### config.mk
export PLATFORM = sky130hd
export DESIGN_NAME = uart_mmio_fifo
export DESIGN_NICKNAME = d
export VERILOG_FILES = /design/src/rtl/uart_pkg.sv /design/src/rtl/sync_fifo.sv /design/src/rtl/uart_mmio_fifo.sv
export SDC_FILE = /design/constraint.sdc
export NUM_CORES = 1
export LEC_CHECK = 0
export BUFFER_PORTS_ARGS = -buffer_cell sky130_fd_sc_hd__clkbuf_2
export CAP_MARGIN = 25
export CORE_MARGIN = 1.5
export CORE_UTILIZATION = 45
export DETAILED_ROUTE_END_ITERATION = 16
export PLACE_DENSITY = 0.71
export SKIP_LAST_GASP = 1
export SLEW_MARGIN = 5
export SYNTH_ARGS = -nofsm -noshare
export SYNTH_HDL_FRONTEND = slang
export SYNTH_SLANG_ARGS = --single-unit
### constraint.sdc
create_clock -name i_clk -period 7.2 [get_ports i_clk]
set_input_delay 0.36 -clock i_clk [delete_from_list [all_inputs] [get_ports i_clk]]
set_output_delay 0.36 -clock i_clk [all_outputs]
set_load 0.01 [all_outputs]
### src/rtl/uart_pkg.sv
// Shared definitions for the UART MMIO front end: register map, CTRL/STATUS bit
// positions, TX drain FSM encoding and the count saturation helper.
package uart_pkg;

    typedef enum logic [1:0] {
        ADDR_CTRL   = 2'd0,
        ADDR_STATUS = 2'd1,
        ADDR_TXDATA = 2'd2,
        ADDR_RXDATA = 2'd3
    } reg_addr_t;

    localparam int CTRL_EN      = 0;
    localparam int CTRL_IE_RX   = 2;
    localparam int CTRL_IE_TX   = 3;
    localparam int CTRL_BR_LSB  = 4;
    localparam int CTRL_CLK_LSB = 8;

    localparam int ST_TX_BUSY    = 0;
    localparam int ST_RXNE       = 1;
    localparam int ST_TX_FULL    = 2;
    localparam int ST_RX_FULL    = 3;
    localparam int ST_RX_OVF     = 4;
    localparam int ST_TX_OVF     = 5;
    localparam int ST_TX_CNT_LSB = 8;
    localparam int ST_RX_CNT_LSB = 12;

    typedef enum logic [1:0] {
        TX_IDLE = 2'd0,
        TX_REQ  = 2'd1,
        TX_BUSY = 2'd2,
        TX_GAP  = 2'd3
    } tx_state_t;

    // Mirrors the CTRL register layout bit for bit; rsvd occupies bit 1 and reads 0.
    typedef struct packed {
        logic [7:0] clk_dec;
        logic [3:0] br;
        logic       ie_tx;
        logic       ie_rx;
        logic       rsvd;
        logic       en;
    } ctrl_t;

    function automatic logic [3:0] sat4(input logic [31:0] v);
        return (v > 32'd15) ? 4'd15 : v[3:0];
    endfunction

endpackage

### src/rtl/sync_fifo.sv
// Single-clock FIFO with first-word fall-through dout and synchronous flush.
// Caller must not push when full unless it pops in the same cycle.
module sync_fifo #(
    parameter int WIDTH = 8,
    parameter int DEPTH = 8
) (
    input  logic                     clk,
    input  logic                     rst_n,
    input  logic                     flush,
    input  logic                     push,
    input  logic                     pop,
    input  logic [WIDTH-1:0]         din,
    output logic [WIDTH-1:0]         dout,
    output logic                     full,
    output logic                     empty,
    output logic [$clog2(DEPTH):0]   count
);
    localparam int AW = $clog2(DEPTH);

    logic [WIDTH-1:0] mem [DEPTH];
    logic [AW:0]      wptr;
    logic [AW:0]      rptr;

    assign full  = (wptr[AW] != rptr[AW]) && (wptr[AW-1:0] == rptr[AW-1:0]);
    assign empty = (wptr == rptr);
    assign count = wptr - rptr;
    assign dout  = mem[rptr[AW-1:0]];

    always_ff @(posedge clk or negedge rst_n) begin
        if (!rst_n) begin
            wptr <= '0;
            rptr <= '0;
        end else if (flush) begin
            wptr <= '0;
            rptr <= '0;
        end else begin
            if (push) wptr <= wptr + 1'b1;
            if (pop)  rptr <= rptr + 1'b1;
        end
    end

    // Storage is not reset; empty gating upstream hides stale contents.
    always_ff @(posedge clk) begin
        if (push && !flush) mem[wptr[AW-1:0]] <= din;
    end

endmodule

### src/rtl/uart_mmio_fifo.sv
// CPU register/FIFO front end for the UART core: buffers TX bytes, drives the
// start-transmit handshake, captures RX bytes on the rxne rising edge, raises irq.
module uart_mmio_fifo
    import uart_pkg::*;
#(
    parameter int TX_DEPTH = 8,
    parameter int RX_DEPTH = 8
) (
    input  logic        i_clk,
    input  logic        i_rst,
    input  logic        i_cs,
    input  logic        i_we,
    input  logic        i_re,
    input  logic [1:0]  i_addr,
    input  logic [31:0] i_wdata,
    output logic [31:0] o_rdata,
    output logic        o_irq,
    output logic        o_uart_en,
    output logic        o_uart_str_tx,
    output logic [7:0]  o_uart_data_tx,
    output logic [3:0]  o_uart_br,
    output logic [7:0]  o_uart_clk_dec,
    input  logic        i_uart_busy_tx,
    input  logic        i_uart_rxne,
    input  logic [7:0]  i_uart_data_rx
);
    localparam int TXC = $clog2(TX_DEPTH) + 1;
    localparam int RXC = $clog2(RX_DEPTH) + 1;

    ctrl_t       ctrl;
    logic        rx_ovf;
    logic        tx_ovf;
    logic        rxne_q;
    logic        irq_q;
    tx_state_t   tx_state;
    logic        str_tx;
    logic [7:0]  data_tx;

    logic        wr_ctrl, wr_status, wr_txdata, rd_rxdata;
    logic        flush;
    logic        tx_push, tx_pop, tx_full, tx_empty;
    logic        rx_push, rx_pop, rx_full, rx_empty, rx_edge;
    logic [7:0]  tx_dout, rx_dout;
    logic [TXC-1:0] tx_count;
    logic [RXC-1:0] rx_count;
    logic        tx_busy;
    logic [31:0] status;
    logic        unused_wdata;

    assign unused_wdata = ^i_wdata[31:16];

    assign wr_ctrl   = i_cs & i_we & (i_addr == ADDR_CTRL);
    assign wr_status = i_cs & i_we & (i_addr == ADDR_STATUS);
    assign wr_txdata = i_cs & i_we & (i_addr == ADDR_TXDATA);
    assign rd_rxdata = i_cs & i_re & (i_addr == ADDR_RXDATA);

    // Flush while disabled and also on the very edge EN is written to 0.
    assign flush = !ctrl.en | (wr_ctrl & !i_wdata[CTRL_EN]);

    assign tx_push = wr_txdata & !tx_full;
    assign tx_pop  = (tx_state == TX_IDLE) & !tx_empty & !i_uart_busy_tx & !flush;

    assign rx_edge = i_uart_rxne & !rxne_q;
    assign rx_pop  = rd_rxdata & !rx_empty;
    assign rx_push = rx_edge & (!rx_full | rx_pop);

    assign tx_busy = !tx_empty | (tx_state != TX_IDLE);

    sync_fifo #(.WIDTH(8), .DEPTH(TX_DEPTH)) u_tx_fifo (
        .clk   (i_clk),
        .rst_n (i_rst),
        .flush (flush),
        .push  (tx_push),
        .pop   (tx_pop),
        .din   (i_wdata[7:0]),
        .dout  (tx_dout),
        .full  (tx_full),
        .empty (tx_empty),
        .count (tx_count)
    );

    sync_fifo #(.WIDTH(8), .DEPTH(RX_DEPTH)) u_rx_fifo (
        .clk   (i_clk),
        .rst_n (i_rst),
        .flush (flush),
        .push  (rx_push),
        .pop   (rx_pop),
        .din   (i_uart_data_rx),
        .dout  (rx_dout),
        .full  (rx_full),
        .empty (rx_empty),
        .count (rx_count)
    );

    always_ff @(posedge i_clk or negedge i_rst) begin
        if (!i_rst) begin
            ctrl   <= '0;
            rx_ovf <= 1'b0;
            tx_ovf <= 1'b0;
            rxne_q <= 1'b0;
            irq_q  <= 1'b0;
        end else begin
            rxne_q <= i_uart_rxne;
            irq_q  <= (ctrl.ie_rx & !rx_empty) | (ctrl.ie_tx & !tx_busy);
            if (wr_ctrl) begin
                ctrl.en      <= i_wdata[CTRL_EN];
                ctrl.rsvd    <= 1'b0;
                ctrl.ie_rx   <= i_wdata[CTRL_IE_RX];
                ctrl.ie_tx   <= i_wdata[CTRL_IE_TX];
                ctrl.br      <= i_wdata[CTRL_BR_LSB +: 4];
                ctrl.clk_dec <= i_wdata[CTRL_CLK_LSB +: 8];
            end
            // A new overflow in the same cycle as a W1C wins over the clear.
            if (rx_edge & rx_full & !rx_pop & !flush)
                rx_ovf <= 1'b1;
            else if (wr_status & i_wdata[ST_RX_OVF])
                rx_ovf <= 1'b0;
            if (wr_txdata & tx_full & !flush)
                tx_ovf <= 1'b1;
            else if (wr_status & i_wdata[ST_TX_OVF])
                tx_ovf <= 1'b0;
        end
    end

    // data_tx is only loaded in IDLE, so it stays stable through REQ and BUSY.
    always_ff @(posedge i_clk or negedge i_rst) begin
        if (!i_rst) begin
            tx_state <= TX_IDLE;
            str_tx   <= 1'b0;
            data_tx  <= 8'h00;
        end else if (flush) begin
            tx_state <= TX_IDLE;
            str_tx   <= 1'b0;
        end else begin
            case (tx_state)
                TX_IDLE: begin
                    if (tx_pop) begin
                        data_tx  <= tx_dout;
                        str_tx   <= 1'b1;
                        tx_state <= TX_REQ;
                    end
                end
                TX_REQ: begin
                    if (i_uart_busy_tx) begin
                        str_tx   <= 1'b0;
                        tx_state <= TX_BUSY;
                    end
                end
                TX_BUSY: begin
                    if (!i_uart_busy_tx) tx_state <= TX_GAP;
                end
                TX_GAP: begin
                    tx_state <= TX_IDLE;
                end
                default: begin
                    str_tx   <= 1'b0;
                    tx_state <= TX_IDLE;
                end
            endcase
        end
    end

    always_comb begin
        status = '0;
        status[ST_TX_BUSY] = tx_busy;
        status[ST_RXNE]    = !rx_empty;
        status[ST_TX_FULL] = tx_full;
        status[ST_RX_FULL] = rx_full;
        status[ST_RX_OVF]  = rx_ovf;
        status[ST_TX_OVF]  = tx_ovf;
        status[ST_TX_CNT_LSB +: 4] = sat4(32'(tx_count));
        status[ST_RX_CNT_LSB +: 4] = sat4(32'(rx_count));
    end

    always_comb begin
        o_rdata = '0;
        if (i_cs & i_re) begin
            case (reg_addr_t'(i_addr))
                ADDR_CTRL:   o_rdata = {16'h0000, ctrl};
                ADDR_STATUS: o_rdata = status;
                ADDR_RXDATA: o_rdata = rx_empty ? 32'h0 : {24'h0, rx_dout};
                default:     o_rdata = '0;
            endcase
        end
    end

    assign o_irq          = irq_q;
    assign o_uart_en      = ctrl.en;
    assign o_uart_str_tx  = str_tx;
    assign o_uart_data_tx = data_tx;
    assign o_uart_br      = ctrl.br;
    assign o_uart_clk_dec = ctrl.clk_dec;

endmodule

# After elaboration in Yosys (flattened, before gate mapping)
# Memories as Yosys holds them, arrays and structs flattened. A register that Yosys moved wholly into a read port is not among the register bits.
# Index checks and enable logic that the tools add are counted.
[word_totals]
register_bits = 38
ram_bits = 128
inputBits = 49
output_inout_bits = 55
wordCells = 123
n_memories = 2
[mem_list]
columns = ["name", "words", "width", "rd", "rd_clocked_by_memory_dff", "wr", "line", "text"]
rows = [
  ["u_rx_fifo.mem", 8, 8, 1, 0, 1, "sync_fifo.sv:20", "logic [WIDTH-1:0] mem [DEPTH];"],
  ["u_tx_fifo.mem", 8, 8, 1, 1, 1, "sync_fifo.sv:20", ""],
]
[classes]
add_sub_neg = 6
eq_ne = 15
mux = 28
n_bitwise = 28
n_reduce_logical = 29
[ops]
columns = ["operator", "n"]
rows = [
  ["case mux 16 bit (3 select lines)", 1],
  ["two-way mux 4 bit", 8],
  ["bitwise AND 1 bit", 23],
  ["adder 4 x 1 -> 4 bit, second input constant", 4],
  ["two-way mux 16 bit", 1],
  ["nonzero test 2 bit", 7],
  ["logical NOT 1 bit", 12],
  ["two-way mux 1 bit", 11],
  ["!= test 3 x 2 -> 1 bit, second input constant", 3],
  ["AND reduction 3 bit", 3],
  ["== test 2 bit, second input constant", 4],
  ["== test 4 bit", 2],
  ["two-way mux 2 bit", 4],
  ["two-way mux 8 bit", 1],
  ["case mux 2 bit (4 select lines)", 1],
  ["subtractor 4 bit", 2],
  ["== test 3 bit", 2],
  ["== test 2 x 1 -> 1 bit, second input constant", 2],
  ["logical AND 1 bit", 4],
  ["logical NOT 2 bit", 2],
  ["OR 1 bit", 4],
  ["nonzero test 3 bit", 1],
  ["!= test 1 bit", 2],
  ["case mux 1 bit (2 select lines)", 1],
  ["inverter 1 bit", 1],
]

# Logic depth before layout (Yosys ltp)
[logic_depth]
depth_word = 9
depth_mapped = 10
ltp_nobuf = 7

# Cells and area by module
# From an unflattened synthesis, not the netlist that was laid out.
[unflattened]
hier_cells = 553
area_unflattened_um2 = 7877.6
[modules_own_cells]
columns = ["module", "n_inst", "cells_each", "area_per_inst_um2", "seq_area_each_um2"]
rows = [
  ["sync_fifo", 2, 172, 3001.6, 2122.0],
  ["uart_mmio_fifo", 1, 209, 1874.3, 750.7],
]

# Worst setup path before layout
# No wires, ideal clock.
[synth_path]
path_kind = "register -> register"
startpoint = "register u_tx_fifo.rptr[1]"
endpoint = "memory u_tx_fifo.mem[0][0], enable pin"
setup_ns = 0.383
arrival_time_ns = 2.443
t_required_ns = 6.817
slack_ns = 4.374
path_stages_with_launch = 9
n_path_buf = 2
synth_period_minus_slack_ns = 2.826
path_cell_list = "dfrtp_1 -> buf_2 -> buf_2 -> inv_1 -> ha_1 -> and3_1 -> nand2_1 -> or3b_1 -> nor3_1"
[synth_via]
elab_chain_cells = 7
[synth_rtl]
columns = ["element", "line", "text"]
rows = [
  ["from (decl)", "sync_fifo.sv:22", "logic [AW:0] rptr;"],
  ["from (signal assigned)", "sync_fifo.sv:38", "if (pop) rptr <= rptr + 1'b1;"],
  ["== test 3 bit", "sync_fifo.sv:24", "assign full = (wptr[AW] != rptr[AW]) && (wptr[AW-1:0] == rptr[AW-1:0]);"],
  ["logical AND 1 bit", "sync_fifo.sv:24", ""],
  ["logical NOT 1 bit", "uart_mmio_fifo.sv:60", "assign tx_push = wr_txdata & !tx_full;"],
  ["bitwise AND 1 bit", "uart_mmio_fifo.sv:60", ""],
  ["logical AND 1 bit", "sync_fifo.sv:44", "if (push && !flush) mem[wptr[AW-1:0]] <= din;"],
  ["two-way mux 1 bit", "sync_fifo.sv:44", ""],
  ["two-way mux 1 bit (not written as such)", "sync_fifo.sv:44", ""],
  ["to (decl)", "sync_fifo.sv:20", ""],
]
# No other way between the ends.

# Worst setup path in the final report
[layout_path]
startpoint = "register u_rx_fifo.rptr[2]"
endpoint = "memory u_rx_fifo.mem[4][3], enable pin"
[layout_via]
elab_chain_cells = 8
elab_cells_between_ends = 11
cone_classes = "eq/ne: 2; mux: 2; bitwise: 3; reduce/logical: 4"
[layout_rtl]
columns = ["element", "line", "text"]
rows = [
  ["from (decl)", "sync_fifo.sv:22", ""],
  ["from (signal assigned)", "sync_fifo.sv:38", ""],
  ["== test 4 bit or == test 3 bit (tied branches)", "sync_fifo.sv:25, sync_fifo.sv:24", ""],
  ["logical NOT 1 bit or logical AND 1 bit (tied branches)", "uart_mmio_fifo.sv:64, sync_fifo.sv:24", ""],
  ["bitwise AND 1 bit or logical NOT 1 bit (tied branches)", "uart_mmio_fifo.sv:64, uart_mmio_fifo.sv:65", ""],
  ["OR 1 bit (*)", "uart_mmio_fifo.sv:65", "assign rx_push = rx_edge & (!rx_full | rx_pop);"],
  ["bitwise AND 1 bit (*)", "uart_mmio_fifo.sv:65", ""],
  ["logical AND 1 bit (*)", "sync_fifo.sv:44", ""],
  ["two-way mux 1 bit (*)", "sync_fifo.sv:44", ""],
  ["two-way mux 1 bit (not written as such) (*)", "sync_fifo.sv:44", ""],
  ["to (decl)", "sync_fifo.sv:20", ""],
]
# Mark *: on every way between the ends. The rest lies on a longest branch, timed or not.

==> flow_summary.html <==
<table>
<tr><th>Metric</th><th>Value</th></tr>
<tr><th colspan="2">Status</th></tr>
<tr><td>Status</td><td>complete, no violations</td></tr>
<tr><th colspan="2">Timing</th></tr>
<tr><td>Skew final</td><td>11.5 ps</td></tr>
<tr><td>Portion of the clock cycle consumed by the worst path in the final layout</td><td>49.4%</td></tr>
<tr><td>Final Hold Violating Endpoints</td><td>0</td></tr>
<tr><td>Transition time of the tightest slew-check pin</td><td>915 ps</td></tr>
<tr><td>Worst relative slew slack</td><td>38.8%</td></tr>
<tr><td>Shortest period the worst path allows</td><td>3560 ps</td></tr>
<tr><td>Unrepaired setup endpoints after global routing</td><td>false</td></tr>
<tr><td>Total setup violations reported at the end of the flow</td><td>0</td></tr>
<tr><td>TNS Setup</td><td>0 ps</td></tr>
<tr><td>Peak Freq</td><td>281 MHz</td></tr>
<tr><td>Max-slew violation count</td><td>0</td></tr>
<tr><th colspan="2">Layout</th></tr>
<tr><td>Count of non-filler cells in the finished layout</td><td>820</td></tr>
<tr><td>Most frequent standard cell in the layout excluding fill and tap cells</td><td>edfxtp_1</td></tr>
<tr><td>Share of cells above drive strength 1</td><td>28.7%</td></tr>
<tr><td>FILL cells</td><td>1442</td></tr>
<tr><td>N_diodes</td><td>0</td></tr>
<tr><td>Layout net count</td><td>647</td></tr>
<tr><td>Area added between synthesis and finish</td><td>13.2%</td></tr>
<tr><td>Commonest non-fill, non-tap cells in the layout</td><td>edfxtp_1, clkbuf_2, nand2_1, dfrtp_1, nor2_1</td></tr>
<tr><th colspan="2">Clock network</th></tr>
<tr><td>Number of H-tree levels</td><td>4</td></tr>
<tr><td>TritonCTS buffer count</td><td>17</td></tr>
<tr><td># Post-CTS Setup Buffers</td><td>0</td></tr>
<tr><td>Number of buffers between clock root and the deepest sink</td><td>2</td></tr>
<tr><td>Cell chosen for the clock root</td><td>clkbuf_16</td></tr>
<tr><td>Sinks on the clock net</td><td>174</td></tr>
<tr><td>Insertion delay to the later sink of the worst-skew pair</td><td>430 ps</td></tr>
<tr><td>Number of gates resized after cts</td><td>0</td></tr>
<tr><td>Clock slew seen by the registers of the worst setup and hold paths</td><td>70 ps</td></tr>
<tr><td>Number of buffers inserted by hold repair at cts</td><td>0</td></tr>
<tr><td>CTS tree</td><td>built</td></tr>
<tr><th colspan="2">Critical path</th></tr>
<tr><td>Destination of the worst register-to-register timing path</td><td>u_rx_fifo.mem[4][3]</td></tr>
<tr><td>Worst endpoint required time</td><td>7250 ps</td></tr>
<tr><td>Origin of the worst setup path</td><td>u_rx_fifo.rptr[2]</td></tr>
<tr><td>Crit path kind</td><td>flip-flop to flip-flop</td></tr>
<tr><td>Register-to-Register Path Depth</td><td>6</td></tr>
<tr><td>Maximum fanout along the worst path</td><td>19</td></tr>
<tr><td>Setup crit start kind</td><td>flip-flop</td></tr>
<tr><td>Register-to-Register Setup Slack</td><td>3640 ps</td></tr>
<tr><td>Launch point of the worst reg-to-reg path</td><td>u_rx_fifo.rptr[2]</td></tr>
<tr><td>Crit path to</td><td>u_rx_fifo.mem[4][3]</td></tr>
<tr><td>Data arrival time at the worst-slack endpoint</td><td>3610 ps</td></tr>
<tr><td>Kind of capture point of the worst setup path</td><td>flip-flop</td></tr>
<tr><th colspan="2">Global routing</th></tr>
<tr><td>Via count of the first global-routing pass</td><td>4547</td></tr>
<tr><td>Met3 usage in global routing</td><td>5.01%</td></tr>
<tr><td>Fraction of met2 tracks used by global routing</td><td>31.9%</td></tr>
<tr><td>Global router's overall resource usage</td><td>18.2%</td></tr>
<tr><td>GR Overflow Total</td><td>0</td></tr>
<tr><td>Maximum number of pins on one net before global-route repair</td><td>47</td></tr>
<tr><td>Global routing's busiest layer</td><td>met2</td></tr>
<tr><td>Number of antenna violations at the first check in global routing</td><td>1</td></tr>
<tr><td>Global-route wire length before repair</td><td>24.6 mm</td></tr>
<tr><td>Met1 layer usage reported by global route</td><td>21.3%</td></tr>
<tr><th colspan="2">Die</th></tr>
<tr><td>Die X-Extent</td><td>135 um</td></tr>
<tr><td>Standard-cell rows</td><td>48</td></tr>
<tr><td>Vertical die dimension</td><td>135 um</td></tr>
<tr><td>Area of the die</td><td>18300 um^2</td></tr>
<tr><td>Floorplan core area</td><td>17200 um^2</td></tr>
<tr><td>I/O Pins</td><td>104</td></tr>
<tr><td>Initial standard-cell utilization of the core</td><td>45.8%</td></tr>
<tr><th colspan="2">Drt</th></tr>
<tr><td>Final ANT Viol Nets</td><td>0</td></tr>
<tr><td>Average wire length per cell after detail routing</td><td>19.0 um</td></tr>
<tr><td>Initial detailed-routing violation count</td><td>316</td></tr>
<tr><td>Total iterations of the first detailed-routing run</td><td>5</td></tr>
<tr><td>Wire length reported by the detailed router</td><td>15.6 mm</td></tr>
<tr><td>Avg Vias per Cell</td><td>5.45</td></tr>
<tr><td>Number of remaining DRC errors</td><td>0</td></tr>
<tr><td>Total via count in the routed design</td><td>4465</td></tr>
<tr><th colspan="2">Logic synthesis</th></tr>
<tr><td>Number of warnings issued by yosys</td><td>0</td></tr>
<tr><td>Most area-hungry cell type in the Yosys netlist</td><td>edfxtp_1</td></tr>
<tr><td>Number of synthesized register bits</td><td>174</td></tr>
<tr><td>Synthesized netlist cell count</td><td>519</td></tr>
<tr><td>Total standard cell area after synthesis</td><td>7880 um^2</td></tr>
<tr><td>Fraction of the yosys area taken by sequential cells</td><td>63.4%</td></tr>
<tr><td>Largest cells by area after synthesis</td><td>edfxtp_1, dfrtp_1, mux4_2</td></tr>
<tr><td>Share of flip-flops with an asynchronous set or reset</td><td>26.4%</td></tr>
<tr><td>Number of distinct library cells after synthesis</td><td>56</td></tr>
<tr><td>Flip-flop cell with the highest count after synthesis</td><td>edfxtp_1</td></tr>
<tr><td>Syn_area_per_cell</td><td>15.2 um^2</td></tr>
<tr><td>Number of enable flip-flop cells after synthesis</td><td>128</td></tr>
<tr><td>Fraction of post-synthesis cell area in the top cell type by area</td><td>48.8%</td></tr>
<tr><th colspan="2">Power</th></tr>
<tr><td>Sw frac</td><td>21.7%</td></tr>
<tr><td>Relative contribution of the clock network to total power</td><td>42.6%</td></tr>
<tr><td>Leakage</td><td>3.37 nW</td></tr>
<tr><td>Switching power of the nets</td><td>493 uW</td></tr>
<tr><td>Relative contribution of sequential cells to total power</td><td>50.1%</td></tr>
<tr><td>Peak ir drop on the vdd network</td><td>0.232 mV</td></tr>
<tr><td>Comb power frac</td><td>7.3%</td></tr>
<tr><td>Ratio of total power to cell area</td><td>255 nW/um^2</td></tr>
<tr><td>Internal power</td><td>1.78 mW</td></tr>
<tr><th colspan="2">Hold path</th></tr>
<tr><td>Kind of path behind the tightest hold check</td><td>input port to async pin</td></tr>
<tr><th colspan="2">Placed design</th></tr>
<tr><td>Placed Instances</td><td>787</td></tr>
<tr><td>Weighted congestion reported at the end of routability-driven placement</td><td>0.808</td></tr>
<tr><td>Total of buffers placed on input and output ports</td><td>71</td></tr>
<tr><td>Hpwl dp</td><td>10.7 mm</td></tr>
<tr><th colspan="2">Run</th></tr>
<tr><td>Max-cap violations</td><td>0</td></tr>
</table>
[synth_stat cells, drive strengths merged, types with 2 or more instances]
cell	number
buf	44
nor2b	4
nand2b	3
mux2i	13
clkbuf	4
fa	2
a2111oi	2
xnor2	8
mux4	32
mux2	22
dfrtp	46
nor3	8
a311o	2
ha	14
and4b	2
a31oi	3
a211oi	5
o22ai	5
inv	16
and3	6
o21ai	14
nand2	48
edfxtp	128
nand3	9
o211ai	3
nor2	39
nand4	3
a21oi	9
xor2	7
o31ai	2
[cell families (layout without fill, tap and decap cells)]
kind of cell             count (synthesis)  count (layout)  share of synthesized area, %
flip-flops                             174             174                          63.4
AND/OR/NAND/NOR                        129             129                          8.13
multiplexers                            67              67                          14.1
buffers and inverters                   65             126                          5.12
AO/OA/AOI/OAI                           52              52                          4.64
adder cells (fa/ha/maj)                 16              16                          2.73
XOR/XNOR                                15              15                          1.76
other                                    1              16                        0.0476
[how the worst min path moves through the flow]
stage                           start                 to  slack [ps]  cells after the start
after floorplan                 i_rst            ctrl[2]          60                      0
after global routing      i_uart_rxne             rxne_q          40                      1
after global placement          i_rst  o_uart_data_tx[7]         490                      2
after detailed placement  i_uart_rxne             rxne_q         490                      1
final                           i_rst  o_uart_data_tx[7]           6                      2
after CTS                       i_rst  o_uart_data_tx[3]          40                      2
[registers in the layout, indices dropped and copies added (netlist names), 2 cells and up]
name and cells:
u_rx_fifo.mem 64, u_tx_fifo.mem 64, o_uart_clk_dec 8, o_uart_data_tx 8, o_uart_br 4, u_rx_fifo.rptr 4
u_rx_fifo.wptr 4, u_tx_fifo.rptr 4, u_tx_fifo.wptr 4, ctrl 2, tx_state 2
[power by group through the flow]
stage | Clock [mW] | Sequential, mW | Combinational, mW
2_1_floorplan | 0 | 1.16 | 0.117
3_3_place_gp | 0 | 1.16 | 0.163
3_5_place_dp | 0 | 1.16 | 0.168
4_1_cts | 0.981 | 1.14 | 0.169
5_1_grt | 1.02 | 1.14 | 0.183
6_report | 0.967 | 1.14 | 0.167
[layout make-up]
class | count | area, um^2 | area share (%)
sequential | 174 | 4990 | 56.0
clock buffer | 22 | 464 | 5.21
timing repair buffer | 77 | 404 | 4.53
multi-input combinational | 295 | 2550 | 28.6
clock inverter | 10 | 159 | 1.78
tap | 225 | 282 | 3.16
inverter | 17 | 63.8 | 0.716
[layer usage]
metal | vias to the layer above | wire length (um)
met5 | - | 0
met4 | 0 | 256
met3 | 20 | 945
met2 | 123 | 8380
met1 | 2287 | 6010
li1 | 2035 | -
[critical path: stages (launching register included)]
cell and delay [ps]:
dfrtp_1 840, inv_1 180, ha_1 370, and3_1 250, a31oi_1 480, nand3_1 300
nor2_1 770
[through the flow]
stage	cell area [um^2]	utilization (%)	worst slack (ps)	power [mW]	hold slack, ps
final	8920	51.9	3640	2.27	6.02
after global routing	8920	51.9	3370	2.35	38.6
after CTS	8900	51.8	3600	2.29	37.9
after detailed placement	8280	48.2	3660	1.33	493
after global placement	8280	48.2	3730	1.32	490
after floorplan	7930	-	4370	1.27	64.4
No activity file was read; power rests on OpenSTA's default activity.
